[src/rtl/vga_timing_gen_pkg.sv]
// Shared VGA timing definitions: default 640x480@60 timing, derived totals,
// sync-window bounds and the registered control-bit bundle. The colour
// controller imports the same constants so both blocks agree on the raster.
package vga_timing_gen_pkg;

    // Default horizontal timing, in pixels
    localparam int unsigned VGA_H_ACTIVE = 640;
    localparam int unsigned VGA_H_FP     = 16;
    localparam int unsigned VGA_H_SYNC   = 96;
    localparam int unsigned VGA_H_BP     = 48;

    // Default vertical timing, in lines
    localparam int unsigned VGA_V_ACTIVE = 480;
    localparam int unsigned VGA_V_FP     = 10;
    localparam int unsigned VGA_V_SYNC   = 2;
    localparam int unsigned VGA_V_BP     = 33;

    // Derived totals
    localparam int unsigned VGA_H_TOTAL = VGA_H_ACTIVE + VGA_H_FP + VGA_H_SYNC + VGA_H_BP;
    localparam int unsigned VGA_V_TOTAL = VGA_V_ACTIVE + VGA_V_FP + VGA_V_SYNC + VGA_V_BP;

    // Sync windows, inclusive on both ends
    localparam int unsigned VGA_HS_START = VGA_H_ACTIVE + VGA_H_FP;
    localparam int unsigned VGA_HS_END   = VGA_H_ACTIVE + VGA_H_FP + VGA_H_SYNC - 1;
    localparam int unsigned VGA_VS_START = VGA_V_ACTIVE + VGA_V_FP;
    localparam int unsigned VGA_VS_END   = VGA_V_ACTIVE + VGA_V_FP + VGA_V_SYNC - 1;

    // Default counter width; must hold both H_TOTAL-1 and V_TOTAL-1
    localparam int unsigned VGA_CW = 10;

    // Registered single-bit timing outputs, kept together so they share one
    // reset value and one register stage with the counters
    typedef struct packed {
        logic hsync;
        logic vsync;
        logic video_on;
        logic line_start;
        logic frame_start;
    } vga_ctrl_t;

    // Drive a sync line: the active level is the polarity, idle is its inverse
    function automatic logic sync_level(input logic active, input logic pol);
        return active ? pol : ~pol;
    endfunction

endpackage

[src/rtl/vga_timing_gen_if.sv]
// Raster timing bus between the timing generator and its consumers.
// The generator (master) takes the pixel-enable strobe and drives the
// counters and control strobes; consumers (slave) only observe.
interface vga_timing_gen_if #(
    parameter int unsigned CW = vga_timing_gen_pkg::VGA_CW
);
    logic          pix_en;
    logic [CW-1:0] hcount;
    logic [CW-1:0] vcount;
    logic          hsync;
    logic          vsync;
    logic          video_on;
    logic          line_start;
    logic          frame_start;

    modport master (
        input  pix_en,
        output hcount,
        output vcount,
        output hsync,
        output vsync,
        output video_on,
        output line_start,
        output frame_start
    );

    modport slave (
        input pix_en,
        input hcount,
        input vcount,
        input hsync,
        input vsync,
        input video_on,
        input line_start,
        input frame_start
    );
endinterface

[src/rtl/vga_axis_counter.sv]
// Mod-N axis counter with enable. Clearing parks it at N-1 so the first
// enabled cycle afterwards lands on 0. Exposes both the registered value and
// the value it will take on the next edge, so downstream decode can be
// registered alongside the count with no skew.
module vga_axis_counter #(
    parameter int unsigned N  = 800,
    parameter int unsigned CW = 10
) (
    input  logic          clk,
    input  logic          clr,
    input  logic          en,
    output logic [CW-1:0] count,
    output logic [CW-1:0] count_nxt,
    output logic          wrap
);

    localparam logic [CW-1:0] LAST = CW'(N - 1);

    logic [CW-1:0] count_q;
    logic [CW-1:0] count_d;

    // Terminal count: the next enabled cycle rolls back to zero
    assign wrap = (count_q == LAST);

    // Next count: hold when disabled, roll over at N-1, otherwise step by one
    always_comb begin
        count_d = count_q;
        if (en) begin
            if (wrap) begin
                count_d = '0;
            end else begin
                count_d = count_q + CW'(1);
            end
        end
    end

    // Count register, cleared asynchronously to the terminal value
    always_ff @(posedge clk or posedge clr) begin
        if (clr) begin
            count_q <= LAST;
        end else begin
            count_q <= count_d;
        end
    end

    assign count     = count_q;
    assign count_nxt = count_d;

endmodule

[src/rtl/vga_timing_gen.sv]
// VGA raster timing generator. Two cascaded axis counters produce the pixel
// column and line; sync, active-video and start strobes are decoded from the
// counters' next values and registered in the same edge as the counters, so
// every output changes together with hcount/vcount.
module vga_timing_gen
    import vga_timing_gen_pkg::*;
#(
    parameter int unsigned H_ACTIVE  = VGA_H_ACTIVE,
    parameter int unsigned H_FP      = VGA_H_FP,
    parameter int unsigned H_SYNC    = VGA_H_SYNC,
    parameter int unsigned H_BP      = VGA_H_BP,
    parameter int unsigned V_ACTIVE  = VGA_V_ACTIVE,
    parameter int unsigned V_FP      = VGA_V_FP,
    parameter int unsigned V_SYNC    = VGA_V_SYNC,
    parameter int unsigned V_BP      = VGA_V_BP,
    parameter bit          HSYNC_POL = 1'b0,
    parameter bit          VSYNC_POL = 1'b0,
    parameter int unsigned CW        = VGA_CW
) (
    input  logic             dclk,
    input  logic             clr,
    vga_timing_gen_if.master bus
);

    localparam int unsigned H_TOTAL = H_ACTIVE + H_FP + H_SYNC + H_BP;
    localparam int unsigned V_TOTAL = V_ACTIVE + V_FP + V_SYNC + V_BP;

    // Decode bounds at counter width; all comparisons are unsigned CW-bit
    localparam logic [CW-1:0] H_ACT_LIM = CW'(H_ACTIVE);
    localparam logic [CW-1:0] V_ACT_LIM = CW'(V_ACTIVE);
    localparam logic [CW-1:0] HS_START  = CW'(H_ACTIVE + H_FP);
    localparam logic [CW-1:0] HS_END    = CW'(H_ACTIVE + H_FP + H_SYNC - 1);
    localparam logic [CW-1:0] VS_START  = CW'(V_ACTIVE + V_FP);
    localparam logic [CW-1:0] VS_END    = CW'(V_ACTIVE + V_FP + V_SYNC - 1);

    // Reset image of the control bits: syncs idle, no video, no strobes
    localparam vga_ctrl_t CTRL_RST = '{
        hsync:       ~HSYNC_POL,
        vsync:       ~VSYNC_POL,
        video_on:    1'b0,
        line_start:  1'b0,
        frame_start: 1'b0
    };

    // A counter too narrow for its total would silently alias positions
    if ((CW < $clog2(H_TOTAL)) || (CW < $clog2(V_TOTAL))) begin : g_cw_too_small
        $error("vga_timing_gen: CW too narrow for H_TOTAL-1 / V_TOTAL-1");
    end

    logic [CW-1:0] hcount_cur;
    logic [CW-1:0] hcount_nxt;
    logic          h_wrap;
    logic [CW-1:0] vcount_cur;
    logic [CW-1:0] vcount_nxt;
    logic          v_wrap;
    logic          v_en;

    vga_ctrl_t ctrl_q;
    vga_ctrl_t ctrl_d;

    // Column counter advances on every pixel strobe
    vga_axis_counter #(
        .N  (H_TOTAL),
        .CW (CW)
    ) u_h_cnt (
        .clk       (dclk),
        .clr       (clr),
        .en        (bus.pix_en),
        .count     (hcount_cur),
        .count_nxt (hcount_nxt),
        .wrap      (h_wrap)
    );

    // Line counter advances only when the column counter rolls over
    assign v_en = bus.pix_en & h_wrap;

    vga_axis_counter #(
        .N  (V_TOTAL),
        .CW (CW)
    ) u_v_cnt (
        .clk       (dclk),
        .clr       (clr),
        .en        (v_en),
        .count     (vcount_cur),
        .count_nxt (vcount_nxt),
        .wrap      (v_wrap)
    );

    // Decode the control bits from the position the counters move to next;
    // strobes fire only on the advancing edge, so a held pix_en=0 drops them
    always_comb begin
        ctrl_d             = CTRL_RST;
        ctrl_d.hsync       = sync_level((hcount_nxt >= HS_START) && (hcount_nxt <= HS_END),
                                        HSYNC_POL);
        ctrl_d.vsync       = sync_level((vcount_nxt >= VS_START) && (vcount_nxt <= VS_END),
                                        VSYNC_POL);
        ctrl_d.video_on    = (hcount_nxt < H_ACT_LIM) && (vcount_nxt < V_ACT_LIM);
        ctrl_d.line_start  = bus.pix_en & h_wrap;
        ctrl_d.frame_start = bus.pix_en & h_wrap & v_wrap;
    end

    // Control register, forced to the idle image asynchronously on clear
    always_ff @(posedge dclk or posedge clr) begin
        if (clr) begin
            ctrl_q <= CTRL_RST;
        end else begin
            ctrl_q <= ctrl_d;
        end
    end

    assign bus.hcount      = hcount_cur;
    assign bus.vcount      = vcount_cur;
    assign bus.hsync       = ctrl_q.hsync;
    assign bus.vsync       = ctrl_q.vsync;
    assign bus.video_on    = ctrl_q.video_on;
    assign bus.line_start  = ctrl_q.line_start;
    assign bus.frame_start = ctrl_q.frame_start;

endmodule

[src/flat_wrapper.sv]
// flat-port wrapper written by rule: the top's interface ports become plain ports
module vga_timing_gen_flat import vga_timing_gen_pkg::*;
#(
    parameter int unsigned H_ACTIVE  = VGA_H_ACTIVE,
    parameter int unsigned H_FP      = VGA_H_FP,
    parameter int unsigned H_SYNC    = VGA_H_SYNC,
    parameter int unsigned H_BP      = VGA_H_BP,
    parameter int unsigned V_ACTIVE  = VGA_V_ACTIVE,
    parameter int unsigned V_FP      = VGA_V_FP,
    parameter int unsigned V_SYNC    = VGA_V_SYNC,
    parameter int unsigned V_BP      = VGA_V_BP,
    parameter bit          HSYNC_POL = 1'b0,
    parameter bit          VSYNC_POL = 1'b0,
    parameter int unsigned CW        = VGA_CW
)
  (dclk, clr, bus_pix_en, bus_hcount, bus_vcount, bus_hsync, bus_vsync, bus_video_on, bus_line_start, bus_frame_start);
  vga_timing_gen_if #(.CW(CW)) bus_i ();
  input  logic dclk;
  input  logic clr;
  input wire logic [$bits(bus_i.pix_en)-1:0] bus_pix_en;
  output wire logic [$bits(bus_i.hcount)-1:0] bus_hcount;
  output wire logic [$bits(bus_i.vcount)-1:0] bus_vcount;
  output wire logic [$bits(bus_i.hsync)-1:0] bus_hsync;
  output wire logic [$bits(bus_i.vsync)-1:0] bus_vsync;
  output wire logic [$bits(bus_i.video_on)-1:0] bus_video_on;
  output wire logic [$bits(bus_i.line_start)-1:0] bus_line_start;
  output wire logic [$bits(bus_i.frame_start)-1:0] bus_frame_start;
  assign bus_i.pix_en = bus_pix_en;
  assign bus_hcount = bus_i.hcount;
  assign bus_vcount = bus_i.vcount;
  assign bus_hsync = bus_i.hsync;
  assign bus_vsync = bus_i.vsync;
  assign bus_video_on = bus_i.video_on;
  assign bus_line_start = bus_i.line_start;
  assign bus_frame_start = bus_i.frame_start;
  vga_timing_gen #(.H_ACTIVE(H_ACTIVE), .H_FP(H_FP), .H_SYNC(H_SYNC), .H_BP(H_BP), .V_ACTIVE(V_ACTIVE), .V_FP(V_FP), .V_SYNC(V_SYNC), .V_BP(V_BP), .HSYNC_POL(HSYNC_POL), .VSYNC_POL(VSYNC_POL), .CW(CW)) u_core (.dclk(dclk), .clr(clr), .bus(bus_i));
endmodule
[config.mk]
export PLATFORM = sky130hd
export DESIGN_NAME = vga_timing_gen_flat
export DESIGN_NICKNAME = d
export VERILOG_FILES = /design/src/rtl/vga_timing_gen_pkg.sv /design/src/rtl/vga_timing_gen_if.sv /design/src/rtl/vga_axis_counter.sv /design/src/rtl/vga_timing_gen.sv /design/src/flat_wrapper.sv
export SDC_FILE = /design/constraint.sdc
export NUM_CORES = 1
export LEC_CHECK = 0
export BUFFER_PORTS_ARGS = -buffer_cell sky130_fd_sc_hd__buf_4
export CAP_MARGIN = 15
export CORE_MARGIN = 2
export CORE_UTILIZATION = 40
export DETAILED_ROUTE_END_ITERATION = 16
export SLEW_MARGIN = 0
export SYNTH_ARGS = -nofsm -noshare
export SYNTH_HDL_FRONTEND = slang
export SYNTH_SLANG_ARGS = --single-unit
[constraint.sdc]
create_clock -name dclk -period 3.2 [get_ports dclk]
set_clock_uncertainty 0.1 [all_clocks]
set_input_delay 0.48 -clock dclk [delete_from_list [all_inputs] [get_ports dclk]]
set_output_delay 0.48 -clock dclk [all_outputs]
set_load 0.02 [all_outputs]
==> results of run 1 <==
==> state kept, by name, summed over array words and instances, names as in the netlist <==
register and count:
u_core.bus.hsync 1, u_core.u_v_cnt.count 10, u_core.bus.line_start 1, u_core.bus.frame_start 1
u_core.bus.vsync 1, u_core.bus.video_on 1, u_core.u_h_cnt.count 10
==> kinds of logic after synthesis <==
family                     after synthesis
AOI/OAI and AO/OA                       22
xor gates and xnor gates                 7
adders and majority gates                3
buffers and inverters                   15
DFF                                     25
muxes                                    3
and+or+nand+nor                         58
==> worst min-delay path by stage <==
stage	endpoint	slack [ns]	cells past startpoint
floorplan	u_core.bus.frame_start	0.40	1
CTS	u_core.u_h_cnt.count[0]	0.27	2
global placement	u_core.u_h_cnt.count[0]	0.39	1
global route	u_core.u_h_cnt.count[0]	0.28	2
detailed placement	u_core.u_h_cnt.count[0]	0.41	1
finish	u_core.bus.line_start	0.26	2
==> per-stage QoR <==
step,std cells,utilization [%],instance area [um^2]
2_1_floorplan,133,-,1330
3_3_place_gp,200,50.7,1570
3_5_place_dp,200,50.7,1570
4_1_cts,204,51.5,1600
5_1_grt,204,51.5,1600
6_report,204,51.5,1600
==> routing by layer <==
layer / global-route usage, % / vias to the layer above
li1: - / 537
met1: 26.5 / 501
met2: 25.0 / 31
met3: 2.48 / 2
met4: 5.47 / 0
met5: 0 / -
==> placed cells by master (no fill, tap or decap), drive strengths merged, types with 2 or more instances in the layout <==
master | netlist | routed
xnor2 | 2 | 2
o21a | 3 | 3
ha | 3 | 3
a21oi | 3 | 3
nor3 | 7 | 7
dfrtp | 13 | 13
nand2 | 14 | 14
o31ai | 3 | 3
inv | 10 | 10
buf | 2 | 27
or4 | 5 | 5
nand4 | 7 | 7
mux2i | 2 | 2
nand4b | 2 | 2
or3 | 3 | 3
dfstp | 12 | 12
xor2 | 5 | 5
o21ai | 8 | 8
nand3 | 7 | 7
a221oi | 2 | 2
nor2 | 4 | 4
clkbuf | 2 | 4
and3 | 2 | 2
==> worst reg2reg max path: stages, from the launching register on <==
cell	delay [ns]
sky130_fd_sc_hd__dfstp_2	0.59
sky130_fd_sc_hd__ha_1	0.27
sky130_fd_sc_hd__nand3_1	0.13
sky130_fd_sc_hd__or4_4	0.52
sky130_fd_sc_hd__or4_4	0.55
sky130_fd_sc_hd__a221oi_2	0.32
sky130_fd_sc_hd__nand4_1	0.13
==> power breakdown <==
part	switching, mW	internal, mW
Sequential	0.0575	0.367
Combinational	0.109	0.0774
Clock	0.0893	0.0486
==> layout make-up <==
class | count | area (um^2) | area share, %
clock buffers | 4 | 26.3 | 1.64
inverters | 11 | 41.3 | 2.58
multi-input cells | 93 | 633 | 39.6
flip-flops and latches | 25 | 641 | 40.1
well taps | 44 | 55.1 | 3.44
repair buffers | 27 | 203 | 12.7
==> results_tabular.tex, run 1 <==
\begin{tabular}{lr}
\hline
Metric & Value \\
\hline
\multicolumn{2}{l}{\textbf{Die}} \\
\quad Die width & about 60 um \\
\quad Vertical die dimension & 61.7 um \\
\quad Initial Utilization & between 40\% and 50\% \\
\quad I/O pins & 28 \\
\quad Core region area & slightly above 0.003 mm\^{}2 \\
\quad \# rows & 20 \\
\quad Die Outline Area & around 0.0038 mm\^{}2 \\
\multicolumn{2}{l}{\textbf{Layout}} \\
\quad Antenna cells & 0 \\
\quad Area added between synthesis and finish & 20.0\% \\
\quad Filler Cells Inserted & 302 \\
\quad Fin nets & $\sim$170 \\
\quad Proportion of layout cells with a drive suffix above 1 & between 30\% and 40\% \\
\multicolumn{2}{l}{\textbf{Logic synthesis}} \\
\quad Number of synthesized flops with an enable pin & 0 \\
\quad Most numerous cell types in the synthesized netlist & 14 x sky130\_fd\_sc\_hd\_\_nand2\_1, 13 x sky130\_fd\_sc\_hd\_\_dfrtp\_1, 12 x sky130\_fd\_sc\_hd\_\_dfstp\_2 \\
\quad Net count after synthesis & roughly 140 \\
\quad Most area-consuming cells after synthesis & sky130\_fd\_sc\_hd\_\_dfrtp\_1 24\%, sky130\_fd\_sc\_hd\_\_dfstp\_2 24\%, sky130\_fd\_sc\_hd\_\_nand2\_1 3.9\% \\
\quad Portion of synthesized cell area occupied by the leading cell type & 24.4\% \\
\quad Sequential area share after synthesis & approximately 48\% \\
\quad Dominant combinational cell family by area after synthesis & simple AND/OR/NAND/NOR gates \\
\quad Syn Std Cell Area & between 0.001 and 0.0015 mm\^{}2 \\
\quad Dominant cell by count in the synthesized netlist & sky130\_fd\_sc\_hd\_\_nand2\_1 \\
\quad Synthesized-area fraction occupied by xor and xnor cells & 4.60\% \\
\quad Post-synthesis cell type count & 39 \\
\quad Compound-Gate Fraction of Synth Area & approximately 11\% \\
\quad Multiplexer share of the synthesized area & between 2 and 2.5\% \\
\quad Post-Synthesis Mean Instance Area & 10.0 um\^{}2 \\
\quad Area share of and/or/nand/nor cells after synthesis & 26.6\% \\
\quad Post-Synth Adder-Cell Area & roughly 2.8\% \\
\quad Share of synthesized registers carrying an async set or reset & 100\% \\
\quad Yosys top cell by area & sky130\_fd\_sc\_hd\_\_dfrtp\_1 \\
\quad Instance count of the mapped netlist & about 130 \\
\quad Top\_reg\_cell synth & sky130\_fd\_sc\_hd\_\_dfrtp\_1 \\
\quad Count of warnings emitted by yosys & 0 \\
\quad Number of storage elements in the synthesis netlist & 25 \\
\multicolumn{2}{l}{\textbf{Detailed routing}} \\
\quad Met3 wire length & $\sim$120 um \\
\quad Vias & around 1,100 \\
\quad Post-route met1 wirelength & 1420 um \\
\quad Number of nets still failing antenna checks after routing & 0 \\
\quad Routed wire per std cell & 14.0 um \\
\quad Via/cell ratio & around 5.3 \\
\quad Top Layer Used & met4 \\
\quad DRC violation count after routing & 0 \\
\quad Met2 routed WL & approximately 1300 um \\
\quad Number of search-and-repair iterations in the first detailed-routing pass & 4 \\
\quad Wirelength, routed & roughly 2800 um \\
\quad Iteration-0 DRC count of the detailed router & 56 \\
\multicolumn{2}{l}{\textbf{Clock network}} \\
\quad Setup Fix Bufs, Post-CTS & 0 \\
\quad Clock tree from TritonCTS & yes \\
\quad Number of buffers inserted during clock tree synthesis & 3 \\
\quad Number of buffers between clock root and the deepest sink & 2 \\
\quad Latest clock arrival within the worst-skew pair & about 0.31 ns \\
\quad Number of gates resized after cts & 0 \\
\quad Clock net sink count & 25 \\
\quad CTS hold repair buffers & 0 \\
\quad Number of H-tree levels & 1 \\
\quad Clk slew on worst S/H paths & $\sim$0.13 ns \\
\quad CTS root buf & sky130\_fd\_sc\_hd\_\_clkbuf\_4 \\
\multicolumn{2}{l}{\textbf{Critical path}} \\
\quad R2R Path End & u\_core.bus.vsync \\
\quad Critical path start-end classification & register to register \\
\quad Crit-path slowest cell & sky130\_fd\_sc\_hd\_\_dfstp\_2 \\
\quad Critical path depth & 6 \\
\quad CP Buf/Inv Count & 0 \\
\quad Most numerous cell on the critical path & sky130\_fd\_sc\_hd\_\_or4\_4 \\
\quad Flop-to-flop setup slack & slightly above 0.5 ns \\
\quad Worst-path cell chain & ha\_1 > nand3\_1 > or4\_4 > or4\_4 > a221oi\_2 > nand4\_1 \\
\quad Worst path max stage delay & 0.59 ns \\
\quad Register-to-Register Path Depth & 6 \\
\quad Cell family with most CP delay & simple AND/OR/NAND/NOR gates \\
\quad CP Max Fanout & 13 \\
\quad Startpoint type of the worst setup path & register \\
\quad Critical path endpoint category & register \\
\quad Arrival time of data at the critical path endpoint & roughly 2.8 ns \\
\quad FF-to-FF Start & u\_core.u\_h\_cnt.count[0] \\
\quad CP startpoint & u\_core.u\_h\_cnt.count[0] \\
\quad Endpoint required time on the critical path & about 3.3 ns \\
\quad CP endpoint & u\_core.bus.vsync \\
\multicolumn{2}{l}{\textbf{Placed design}} \\
\quad GPL Wtd Cong & $\sim$0.8 \\
\quad Detailed placer's ending HPWL & approximately 2100 um \\
\quad Port buffer count & 27 \\
\quad Worst slack at placement & roughly 0.55 ns \\
\multicolumn{2}{l}{\textbf{GRT}} \\
\quad Aggregate global-route resource usage & between 15 and 20\% \\
\quad Initial antenna violation count & 0 \\
\quad Largest net degree at the start of global routing & 26 \\
\quad Global route overflow & 0 \\
\quad Vias in the first global route & between 900 and 1,000 \\
\quad First-pass GRT wire length & approximately 4800 um \\
\multicolumn{2}{l}{\textbf{Worst hold path}} \\
\quad Hold/Removal Path Class & primary input to async pin \\
\multicolumn{2}{l}{\textbf{Run status}} \\
\quad Status & complete, no violations \\
\multicolumn{2}{l}{\textbf{Pwr}} \\
\quad Maximum vdd drop & approximately 0.00026 V \\
\quad Leak pwr & roughly 0.7 nW \\
\quad Cell Pwr Density & roughly 470 mW/mm\^{}2 \\
\quad Total chip power & 0.748 mW \\
\multicolumn{2}{l}{\textbf{Timing}} \\
\quad Slew at the pin closest to its max-slew limit & between 0.9 and 1 ns \\
\quad Max\_slew headroom & between 30\% and 40\% \\
\quad F\_max & around 370 MHz \\
\quad Post-route setup TNS & 0 ns \\
\quad Setup-violating endpoint count in the final report & 0 \\
\quad Setup repair after global routing missed its margin & false \\
\quad Smallest setup slack after layout & 0.515 ns \\
\quad Final Critical Period & 2.68 ns \\
\quad Hold violation total from the final report & 0 \\
\quad Fin Hold WS & about 0.26 ns \\
\quad Fraction of the cycle the final worst path needs & between 80\% and 90\% \\
\quad Count of final max-slew check failures & 0 \\
\multicolumn{2}{l}{\textbf{Flow run}} \\
\quad Max cap viols & 0 \\
\hline
\end{tabular}
Power figures use the tool's default switching activity.
==> run 2: changes to the inputs <==
- ABC_AREA: default -> 1
- clock period: 3.2 -> 2.6 ns (I/O delays scaled with it)
==> results_tabular.tex, run 2 <==
\begin{tabular}{lr}
\hline
Metric & Value \\
\hline
\multicolumn{2}{l}{\textbf{Run status}} \\
\quad Status & complete, no violations \\
\multicolumn{2}{l}{\textbf{Clock network}} \\
\quad Clock tree from TritonCTS & yes \\
\quad Number of buffers between clock root and the deepest sink & 2 \\
\quad CTS hold repair buffers & 0 \\
\quad CTS root buf & sky130\_fd\_sc\_hd\_\_clkbuf\_8 \\
\quad Setup Fix Bufs, Post-CTS & 0 \\
\quad Clk slew on worst S/H paths & about 0.090 ns \\
\quad Latest clock arrival within the worst-skew pair & about 0.27 ns \\
\quad Number of H-tree levels & 1 \\
\quad Number of gates resized after cts & 0 \\
\quad Number of buffers inserted during clock tree synthesis & 3 \\
\quad Clock net sink count & 25 \\
\multicolumn{2}{l}{\textbf{Timing}} \\
\quad Count of final max-slew check failures & 0 \\
\quad Hold violation total from the final report & 0 \\
\quad Max\_slew headroom & around four fifths \\
\quad Smallest setup slack after layout & around 0.57 ns \\
\quad Slew at the pin closest to its max-slew limit & about 0.32 ns \\
\quad Post-route setup TNS & 0 ns \\
\quad Setup repair after global routing missed its margin & false \\
\quad Fraction of the cycle the final worst path needs & approximately four fifths \\
\quad Setup-violating endpoint count in the final report & 0 \\
\quad F\_max & 492 MHz \\
\quad Final Critical Period & 2.03 ns \\
\multicolumn{2}{l}{\textbf{Layout}} \\
\quad Final Core Density & about half \\
\quad Area added between synthesis and finish & 19.9\% \\
\quad Most common cell after layout, fill and taps aside & sky130\_fd\_sc\_hd\_\_nand2\_1 \\
\quad Most frequent cells in the layout & 70 x sky130\_fd\_sc\_hd\_\_nand2\_1, 32 x sky130\_fd\_sc\_hd\_\_inv\_1, 29 x sky130\_fd\_sc\_hd\_\_nor2\_1, 28 x sky130\_fd\_sc\_hd\_\_buf\_4, 21 x sky130\_fd\_sc\_hd\_\_nand3\_1 \\
\quad Fin nets & 256 \\
\quad Proportion of layout cells with a drive suffix above 1 & a little under a quarter \\
\quad Antenna cells & 0 \\
\multicolumn{2}{l}{\textbf{Logic synthesis}} \\
\quad Share of synthesized registers carrying an async set or reset & 100\% \\
\quad Post-Synthesis Mean Instance Area & 7.18 um\^{}2 \\
\quad Instance count of the mapped netlist & about 220 \\
\quad Dominant cell by count in the synthesized netlist & sky130\_fd\_sc\_hd\_\_nand2\_1 \\
\quad Most numerous cell types in the synthesized netlist & 70 x sky130\_fd\_sc\_hd\_\_nand2\_1, 32 x sky130\_fd\_sc\_hd\_\_inv\_1, 29 x sky130\_fd\_sc\_hd\_\_nor2\_1 \\
\quad Portion of synthesized cell area occupied by the leading cell type & $\sim$21\% \\
\quad Most area-consuming cells after synthesis & sky130\_fd\_sc\_hd\_\_dfrtp\_1 21\%, sky130\_fd\_sc\_hd\_\_dfstp\_2 20\%, sky130\_fd\_sc\_hd\_\_nand2\_1 17\% \\
\quad Yosys top cell by area & sky130\_fd\_sc\_hd\_\_dfrtp\_1 \\
\quad Sequential area share after synthesis & 40.9\% \\
\quad Top\_reg\_cell synth & sky130\_fd\_sc\_hd\_\_dfrtp\_1 \\
\quad Net count after synthesis & around 220 \\
\quad Post-synthesis cell type count & 25 \\
\quad Count of warnings emitted by yosys & 0 \\
\quad Syn Std Cell Area & 0.00157 mm\^{}2 \\
\quad Number of synthesized flops with an enable pin & 0 \\
\quad Number of storage elements in the synthesis netlist & 25 \\
\multicolumn{2}{l}{\textbf{Critical path}} \\
\quad Worst path max stage delay & $\sim$0.60 ns \\
\quad CP Max Fanout & 7 \\
\quad FF-to-FF Start & u\_core.u\_h\_cnt.count[0] \\
\quad Startpoint type of the worst setup path & register \\
\quad Critical path endpoint category & register \\
\quad Arrival time of data at the critical path endpoint & 2.10 ns \\
\quad Register-to-Register Path Depth & 10 \\
\quad R2R Path End & u\_core.bus.video\_on \\
\quad Crit-path slowest cell & sky130\_fd\_sc\_hd\_\_dfstp\_2 \\
\quad Critical path start-end classification & register to register \\
\quad Worst-path cell chain & ha\_1 > nand2\_1 > nor2\_8 > nand3\_2 > nand2\_1 > nand2\_1 > nor2\_1 > nand3\_1 > nor2\_1 > nor2\_1 \\
\quad Endpoint required time on the critical path & 2.67 ns \\
\quad Flop-to-flop setup slack & 0.57 ns \\
\multicolumn{2}{l}{\textbf{Die}} \\
\quad I/O pins & 28 \\
\quad Vertical die dimension & approximately 67 um \\
\quad Initial Utilization & 42.1\% \\
\quad Die width & 66.6 um \\
\quad \# rows & 22 \\
\quad Die Outline Area & around 0.0044 mm\^{}2 \\
\quad Core region area & approximately 0.0037 mm\^{}2 \\
\multicolumn{2}{l}{\textbf{GRT}} \\
\quad Aggregate global-route resource usage & between 10\% and 20\% \\
\quad Vias in the first global route & 1,283 \\
\quad Grt met3 use & 3.55\% \\
\quad Met2 global-route usage & approximately a quarter \\
\quad Largest net degree at the start of global routing & 26 \\
\quad Global route overflow & 0 \\
\quad First-pass GRT wire length & $\sim$6100 um \\
\quad Grt met1 use & just under 30\% \\
\quad Most crowded layer after global routing & met1 \\
\quad Initial antenna violation count & 0 \\
\multicolumn{2}{l}{\textbf{Detailed routing}} \\
\quad Wirelength, routed & 3530 um \\
\quad Via/cell ratio & around 4.7 \\
\quad DRC violation count after routing & 0 \\
\quad Number of nets still failing antenna checks after routing & 0 \\
\quad Vias & $\sim$1,400 \\
\quad Number of search-and-repair iterations in the first detailed-routing pass & 4 \\
\quad Iteration-0 DRC count of the detailed router & 73 \\
\quad Routed wire per std cell & $\sim$12 um \\
\multicolumn{2}{l}{\textbf{Pwr}} \\
\quad Maximum vdd drop & between 0.0003 and 0.0004 V \\
\quad Cell Pwr Density & 606 mW/mm\^{}2 \\
\quad Leak pwr & around 1.0 nW \\
\multicolumn{2}{l}{\textbf{Placed design}} \\
\quad Worst slack at placement & a little under 0.6 ns \\
\quad Detailed placer's ending HPWL & 2750 um \\
\quad GPL Wtd Cong & about 0.9 \\
\quad Port buffer count & 27 \\
\multicolumn{2}{l}{\textbf{Worst hold path}} \\
\quad Hold/Removal Path Class & primary input to async pin \\
\multicolumn{2}{l}{\textbf{Flow run}} \\
\quad Max cap viols & 0 \\
\hline
\end{tabular}
==> run 2: cell count changes after synthesis, sizes merged, moves of 4 or more <==
cell	before	now
or4	5	0
inv	10	33
nand2	14	73
nand4	7	2
o21ai	8	4
nor2	4	37
nand3	7	23
==> run 2: worst max path at each step <==
stage / startpoint / to / slack [ns] / depth (start not counted)
after detailed placement: u_core.u_h_cnt.count[0] / u_core.bus.video_on / 0.58 / 10
after CTS: u_core.u_h_cnt.count[0] / u_core.bus.video_on / 0.57 / 10
after global placement: u_core.u_h_cnt.count[0] / u_core.bus.video_on / 0.63 / 10
after floorplan: u_core.u_h_cnt.count[0] / u_core.bus.video_on / 0.70 / 10
final: u_core.u_h_cnt.count[0] / u_core.bus.video_on / 0.57 / 10
after global routing: u_core.u_h_cnt.count[0] / u_core.bus.video_on / 0.39 / 10
==> run 2: cell families (layout without fill, tap and decap cells) <==
group | Yosys count | in the layout | share of synthesized area [%]
and+or+nand+nor | 142 | 142 | 42.5
DFF | 25 | 25 | 40.9
adders and majority gates | 3 | 3 | 2.40
buffers and inverters | 34 | 65 | 8.39
xor gates and xnor gates | 3 | 3 | 1.68
AOI/OAI and AO/OA | 11 | 11 | 4.08
==> run 2: power breakdown <==
group	leakage (nW)	internal, mW	switching, mW
sequential	0.273	0.472	0.0694
clock	0.0217	0.109	0.131
combinational	0.707	0.136	0.221
total	1.00	0.717	0.421
==> run 2: routing by layer <==
metal | up-vias | routed length, um
li1 | 740 | -
met1 | 623 | 1930
met3 | 5 | 169
met2 | 37 | 1380
met4 | 0 | 42
met5 | - | 0
==> run 2: cell type report <==
type	count	area, um^2
timing repair buffer	28	210
clock buffer	3	41.3
inverter	33	124
tap	48	60.1
sequential	25	641
clock inverter	1	7.51
multi-input combinational	159	793
fill	383	1840
==> run 2: worst max-delay path: cells and delay by family, from the launching register on <==
family        cells  cell delay [ns]
simple gates      9             1.03
fa+ha+maj         1             0.20
flops             1             0.60
==> run 2: stage by stage <==
stage               hold WS [ns]  instances  total power, mW  instance area [um^2]
finish                    0.0618        297             1.14                  1880
global route              0.0973        297             1.21                  1880
CTS                       0.0699        297             1.16                  1880
detailed placement         0.376        293            0.909                  1830
global placement           0.370        293            0.914                  1830
floorplan                  0.308        218            0.781                  1570
